$ cat src/rtl/conv_mac_acc.sv
// conv_mac_acc: pipelined 3x3 conv MAC accumulating CHANNELS beats, then bias, rounding shift, ReLU and saturation.
// Three stages (products, tree sum, accumulate/requant) all freeze while the output is stalled.
module conv_mac_acc #(
    parameter int DATA_BITS   = 8,
    parameter int WEIGHT_BITS = 8,
    parameter int ACC_BITS    = 32,
    parameter int CHANNELS    = 4,
    parameter int OUT_BITS    = 8
) (
    input  logic                                           clk,
    input  logic                                           rst_n,
    input  logic                                           valid_in,
    output logic                                           in_ready,
    input  logic [9*DATA_BITS-1:0]                         pix,
    input  logic [9*WEIGHT_BITS-1:0]                       wgt,
    input  logic signed [ACC_BITS-1:0]                     bias,
    input  logic [4:0]                                     shift,
    input  logic                                           relu_en,
    output logic [(CHANNELS > 1 ? $clog2(CHANNELS) : 1)-1:0] ch_idx,
    output logic                                           out_valid,
    input  logic                                           out_ready,
    output logic [OUT_BITS-1:0]                            out_data,
    output logic                                           out_sat
);
    localparam int PW = DATA_BITS + WEIGHT_BITS;
    localparam int CW = CHANNELS > 1 ? $clog2(CHANNELS) : 1;
    localparam logic signed [ACC_BITS-1:0] OMAX = {{(ACC_BITS-OUT_BITS+1){1'b0}}, {(OUT_BITS-1){1'b1}}};
    localparam logic signed [ACC_BITS-1:0] OMIN = ~OMAX;

    logic signed [PW-1:0]       prod_q [9];
    logic signed [PW-1:0]       prod_d [9];
    logic                       s1_v_q, s1_v_d, s1_last_q, s1_last_d;
    logic                       s2_v_q, s2_v_d, s2_last_q, s2_last_d;
    logic signed [ACC_BITS-1:0] sum_q, sum_d, sum_c, acc_q, acc_d;
    logic signed [ACC_BITS-1:0] t, rnd, r, rr;
    logic [CW-1:0]              ch_q, ch_d;
    logic [OUT_BITS-1:0]        out_data_q, out_data_d;
    logic                       out_valid_q, out_valid_d, out_sat_q, out_sat_d;
    logic                       stall, accept, last, load, hi, lo;

    always_comb begin
        stall = out_valid_q && !out_ready;
        accept = valid_in && !stall;
        last = ch_q == CW'(CHANNELS - 1);
        ch_d = accept ? (last ? '0 : ch_q + CW'(1)) : ch_q;
        for (int k = 0; k < 9; k++)
            prod_d[k] = accept ? PW'($signed(pix[k*DATA_BITS +: DATA_BITS])) *
                                 PW'($signed(wgt[k*WEIGHT_BITS +: WEIGHT_BITS])) : prod_q[k];
        s1_v_d = stall ? s1_v_q : accept;
        s1_last_d = stall ? s1_last_q : accept && last;
        sum_c = '0;
        for (int k = 0; k < 9; k++)
            sum_c = sum_c + ACC_BITS'(prod_q[k]);
        sum_d = (!stall && s1_v_q) ? sum_c : sum_q;
        s2_v_d = stall ? s2_v_q : s1_v_q;
        s2_last_d = stall ? s2_last_q : s1_v_q && s1_last_q;
        load = !stall && s2_v_q && s2_last_q;
        acc_d = load ? '0 : (!stall && s2_v_q) ? acc_q + sum_q : acc_q;
        t = acc_q + sum_q + bias;
        // Logical >> keeps the half-LSB positive even for shift=31; shift=0 yields zero.
        rnd = (ACC_BITS'(1) << shift) >> 1;
        r = (t + rnd) >>> shift;
        rr = (relu_en && r[ACC_BITS-1]) ? '0 : r;
        hi = rr > OMAX;
        lo = rr < OMIN;
        out_data_d = load ? (hi ? OMAX[OUT_BITS-1:0] : lo ? OMIN[OUT_BITS-1:0] : rr[OUT_BITS-1:0]) : out_data_q;
        out_sat_d = load ? (hi || lo) : out_sat_q;
        out_valid_d = load || stall;
    end

    always_ff @(posedge clk or negedge rst_n) begin
        if (!rst_n) begin
            for (int k = 0; k < 9; k++)
                prod_q[k] <= '0;
            s1_v_q <= 1'b0;
            s1_last_q <= 1'b0;
            s2_v_q <= 1'b0;
            s2_last_q <= 1'b0;
            sum_q <= '0;
            acc_q <= '0;
            ch_q <= '0;
            out_data_q <= '0;
            out_valid_q <= 1'b0;
            out_sat_q <= 1'b0;
        end else begin
            for (int k = 0; k < 9; k++)
                prod_q[k] <= prod_d[k];
            s1_v_q <= s1_v_d;
            s1_last_q <= s1_last_d;
            s2_v_q <= s2_v_d;
            s2_last_q <= s2_last_d;
            sum_q <= sum_d;
            acc_q <= acc_d;
            ch_q <= ch_d;
            out_data_q <= out_data_d;
            out_valid_q <= out_valid_d;
            out_sat_q <= out_sat_d;
        end
    end

    assign in_ready = !stall;
    assign ch_idx = ch_q;
    assign out_valid = out_valid_q;
    assign out_data = out_data_q;
    assign out_sat = out_sat_q;
endmodule

$ cat config.mk
export PLATFORM = sky130hd
export DESIGN_NAME = conv_mac_acc
export DESIGN_NICKNAME = d
export VERILOG_FILES = /design/src/rtl/conv_mac_acc.sv
export SDC_FILE = /design/constraint.sdc
export NUM_CORES = 2
export LEC_CHECK = 0
export CAP_MARGIN = 20
export CORE_UTILIZATION = 25
export CTS_CLUSTER_DIAMETER = 40
export DETAILED_ROUTE_END_ITERATION = 7
export GPL_TIMING_DRIVEN = 1
export PLACE_DENSITY = 0.5
export SKIP_CTS_REPAIR_TIMING = 1
export SYNTH_ARGS = -nofsm -noshare
export SYNTH_HDL_FRONTEND = slang
export SYNTH_SLANG_ARGS = --single-unit
$ cat constraint.sdc
create_clock -name clk -period 11.5 [get_ports clk]
set_clock_uncertainty 0.1 [all_clocks]
set_input_delay 1.725 -clock clk [delete_from_list [all_inputs] [get_ports clk]]
set_output_delay 1.725 -clock clk [all_outputs]
set_load 0.02 [all_outputs]
# Word level (Yosys, flattened, before mapping)
# Index checks and enable logic that the tools add are counted.
[classes]
add_sub_neg = 13
n_mul = 9
magnitude_cmp = 2
n_eq_ne = 1
n_shift = 2
mux = 6
reduce_logical = 13
[ops]
columns = ["op", "n"]
rows = [
  ["$mul A8 B8 Y16", 9],
  ["$add A32 B32 Y32", 4],
  ["$mux W32", 3],
  ["$gt A32 B8 Y1 const B", 1],
  ["$lt A32 B8 Y1 const B", 1],
  ["$shl A1 B5 Y32 const A", 1],
  ["$sshr A32 B5 Y32", 1],
  ["$add A23 B16 Y24", 1],
  ["$add A22 B16 Y23", 1],
  ["$add A21 B16 Y22", 1],
  ["$add A20 B16 Y21", 1],
  ["$add A19 B16 Y20", 1],
  ["$add A18 B16 Y19", 1],
  ["$add A17 B16 Y18", 1],
  ["$add A16 B16 Y17", 1],
  ["$mux W8", 2],
  ["$logic_and A1 B1 Y1", 8],
  ["$add A2 B1 Y2 const B", 1],
  ["$eq A2 B2 Y1 const B", 1],
  ["$logic_not A1 Y1", 2],
  ["$logic_or A1 B1 Y1", 2],
  ["$mux W2", 1],
  ["$reduce_bool A2 Y1", 1],
]
[word_totals]
register_bits = 224
output_inout_bits = 13
elab_cells = 65

# Depth between registers and ports, before layout
[logic_depth]
ltp_word = 9
depth_mapped = 27
mapped_depth_nobuf = 25

# Least setup slack after synthesis
# No wires, ideal clock.
[synth_path]
path_type = "input to register"
from = "input shift[0]"
to = "register out_data_q[0] (netlist: out_data[0])"
arrival_time_ns = 7.474
required_time_ns = 11.332
setup_slack_ns = 3.859
cell_stages = 22
path_buffers = 5
path_cell_list = "clkbuf_1 buf_2 buf_1 buf_1 buf_1 nor3_1 fa_1 ha_1 a21o_1 a21o_1 a21o_1 or4_4 or3_4 a2111oi_4 o31ai_1 a22o_1 o32a_1 nor4_1 a31oi_1 o41ai_2 a211o_2 o221a_1"
[synth_via]
elab_chain_len = 8
elab_cells_between_ends = 9
[synth_rtl]
columns = ["item", "line", "source"]
rows = [
  ["start: declaration", "17", "input logic [4:0] shift,"],
  ["$shl A1 B5 Y32", "61", "rnd = (ACC_BITS'(1) << shift) >> 1;"],
  ["$add A32 B32 Y32", "62", "r = (t + rnd) >>> shift;"],
  ["$sshr A32 B5 Y32 *", "62", ""],
  ["$logic_and A1 B1 Y1", "63", "rr = (relu_en && r[ACC_BITS-1]) ? '0 : r;"],
  ["$mux W32 *", "63", ""],
  ["$lt A32 B8 Y1", "65", "lo = rr < OMIN;"],
  ["$mux W8", "66", "out_data_d = load ? (hi ? OMAX[OUT_BITS-1:0] : lo ? OMIN[OUT_BITS-1:0] : rr[OUT_BITS-1:0]) : out_data_q;"],
  ["$mux W8 *", "66", ""],
  ["end signal: assignment", "95", "out_data_q <= out_data_d;"],
  ["end: declaration", "37", "logic [OUT_BITS-1:0] out_data_q, out_data_d;"],
]
# Mark *: on every way between the ends. The rest lies on a longest branch, timed or not.
# A chain may end at the register's enable or synchronous reset.

# Worst setup path after layout
[layout_path]
from = "input shift[4]"
to = "register out_data_q[3] (netlist: out_data[3])"
# Same word-level chain as after synthesis.

==> flow_metrics.py <==
metrics = {
    "clocking": {
        "path_clk_slew_ps": 50,
        "cts_root_buf": "clkbuf_16",
        "cts_buffers": 43,
        "cts_tree": "built",
        "cts_buffer_depth": 3,
        "cts.sinks": 216,
        "htree_num_levels": 2,
        "clock_latency_ps": 580,
    },
    "run": {
        "maxCapViolCount": 0,
    },
    "global_routing": {
        "grt_overflow": 0,
        "grt_first_pass_wirelength_um": 173000,
        "antenna_found_initial": 11,
        "grt_use_total_pct": 13.5,
        "first_global_vias": 30300,
        "grt_max_degree": 217,
    },
    "hold_path": {
        "hold_path_class": "reg2reg",
    },
    "cells_and_area": {
        "drive_above_1_share_pct": 4.07,
        "design_area_um2": 45700,
        "nNetsFinal": 5646,
        "final_common_cell": "inv_1",
        "postLayoutCoreUtil_pct": 29.1,
        "n_antenna_cell": 0,
        "final_cell_mix": "859 x inv_1, 673 x fa_1, 407 x nand2_1, 345 x ha_1, 335 x and2_1",
        "synthToLayoutAreaGrowth_pct": 15.0,
    },
    "synthesis": {
        "yosysSeqAreaShare_pct": 13.6,
        "synthArstFlopShare_pct": 100,
        "yosys.area_share.adder_pct": 44.8,
        "synth_edf_count": 0,
        "synth_compound_area_share_pct": 11.2,
        "synth.area.top_cells": "fa_1 34%, dfrtp_1 14%, ha_1 11%, inv_1 8.1%, and2_1 5.3%",
        "synth_top_area_share_pct": 33.9,
        "syn_inst": 4280,
        "ys_ff_latch": 216,
        "avgSynthCellArea_um2": 9.28,
        "yosysWarnings": 0,
        "synth-xor-area-share_pct": 4.63,
        "synth_simple_gate_area_share_pct": 14.1,
        "synthMuxAreaShare_pct": 2.55,
        "yosysTopAreaCell": "fa_1",
        "synthesis.nets": 5484,
        "synthFlopType": "dfrtp_1",
        "synth_cell_types": 88,
        "syn-cell-area_um2": 39700,
        "synth_top_family_by_area": "adder cells",
    },
    "placed_design": {
        "hpwl_um": 91700,
        "portBuffers": 198,
        "dpl-instance-area_um2": 44100,
        "place_congestion": 0.859,
    },
    "setup_path": {
        "path_common_cell": "nor2_1",
        "cp_data_required_time_ps": 11860,
        "slowest_stage": "clkdlybuf4s50_1",
        "end_kind": "flip-flop",
        "crit_type": "in2reg",
        "arrival_ps": 9390,
        "cp_cell_sequence": "clkdlybuf4s50_1, inv_1, nor2_1, nand3_1, fa_1, inv_1, ha_1, nand2_1, nor2_1, nand2_1, nor4bb_1, or3_4, a2111oi_4, nor3_1, nor2_1, o41ai_2, a21oi_1, a2111oi_0, a31oi_1, a31o_2, o221a_1",
        "crit_path_max_fanout": 15,
        "timing.critical_path.slowest_cell_delay_ps": 900,
        "start_kind": "input pin",
    },
    "floorplanning": {
        "die_area_um2": 161000,
        "core_um2": 157000,
        "num_rows": 145,
        "io_pins": 199,
        "initial_core_util_pct": 25.3,
        "die_w_um": 401,
        "dieHeight_um": 401,
    },
    "route": {
        "routed_wl_um": 106000,
        "drt_iter0_markers": 1551,
        "routedWlPerCell_um": 16.3,
        "vias": 28800,
        "antenna_left": 0,
        "drc": 0,
        "first_pass_iters": 6,
        "via_per_inst": 4.41,
    },
    "sta": {
        "hold_violations": 0,
        "slew-limit-headroom_pct": 33.6,
        "rsz0062_at_grt": "no",
        "tns_ps": 0,
        "max_slew.worst_pin.slew_ps": 996,
        "setup_viol": 0,
        "post-route-period-util_pct": 78.5,
        "fmax_mhz": 111,
        "period_minus_slack_ps": 9020,
        "slew_violations": 0,
    },
    "outcome": {
        "status": "completed",
    },
}
path summary, 6_finish.rpt:
| kind | start | endpoint | slack, ps | cells after the start |
|---|---|---|---|---|
| min in group asynchronous | rst_n | out_sat | 1010 | 1 |
| worst max register to register | sum_q[30] | out_data[3] | 4520 | 17 |
| worst max-delay path | shift[4] | out_data[3] | 2480 | 21 |
| max in group asynchronous | rst_n | prod_q[66] | 8790 | 2 |
| worst min-delay path | out_data[7] | out_data[7] | 390 | 1 |
| worst min register to register | out_data[7] | out_data[7] | 390 | 1 |
worst max-delay path: cells and delay by family:
family	cells	cell delay, ps
AOI/OAI and AO/OA	7	2020
and+or+nand+nor	9	3080
buffers and inverters	3	1440
adders and majority gates	2	1090
metrics by stage:
step,instances,worst slack (ps),hold WS [ps]
2_1_floorplan,4280,3860,340
3_3_place_gp,6453,2110,363
3_5_place_dp,6454,2160,378
4_1_cts,6533,2780,391
5_1_grt,6534,2140,403
6_report,6534,2480,389
cell usage after synthesis, types with 41 or more instances:
master / n
nor3_1: 53
mux2_2: 47
fa_1: 673
ha_1: 345
nand2_1: 408
nor2_1: 114
xnor2_1: 173
dfrtp_1: 216
a21oi_1: 154
nand3_1: 41
nand2b_1: 71
o21ai_0: 179
o21bai_1: 74
inv_1: 859
and2_1: 335
clkbuf_1: 75
a21o_1: 49
cell type report:
cell class / instances / area [um^2]
clock buffer: 50 / 1150
multi-input combinational: 3103 / 30700
fill: 16600 / 111000
sequential: 216 / 5410
tap: 2058 / 2570
clock inverter: 29 / 429
inverter: 861 / 3230
timing repair buffer: 217 / 2180
cell families (layout without fill, tap and decap cells):
kind of cell	count (synthesis)	count (layout)
xor+xnor	210	210
fa+ha+maj	1018	1018
compound gates	678	678
simple gates	1112	1112
buf+inv	961	1157
flops	216	216
mux	85	85
sequential cells by signal, indices dropped and copies added (netlist names):
signal     count
sum_q         24
out_sat        1
acc_q         32
ch_idx         2
s2_last_q      1
s1_v_q         1
s2_v_q         1
s1_last_q      1
prod_q       144
out_valid      1
out_data       8
routing by layer:
layer | global-route usage [%] | vias up | routed length, um | share of wire, %
met5 | 0 | - | 45 | 0.042
met3 | 1.45 | 102 | 3470 | 3.3
met4 | 2.18 | 8 | 1520 | 1.4
met1 | 18.7 | 14300 | 49700 | 47
li1 | - | 13900 | - | -
met2 | 22.9 | 464 | 51600 | 49
Power is left out: the tool's default activity adds up to more than one toggle a clock period on the data nets, which glitch-free logic cannot reach.
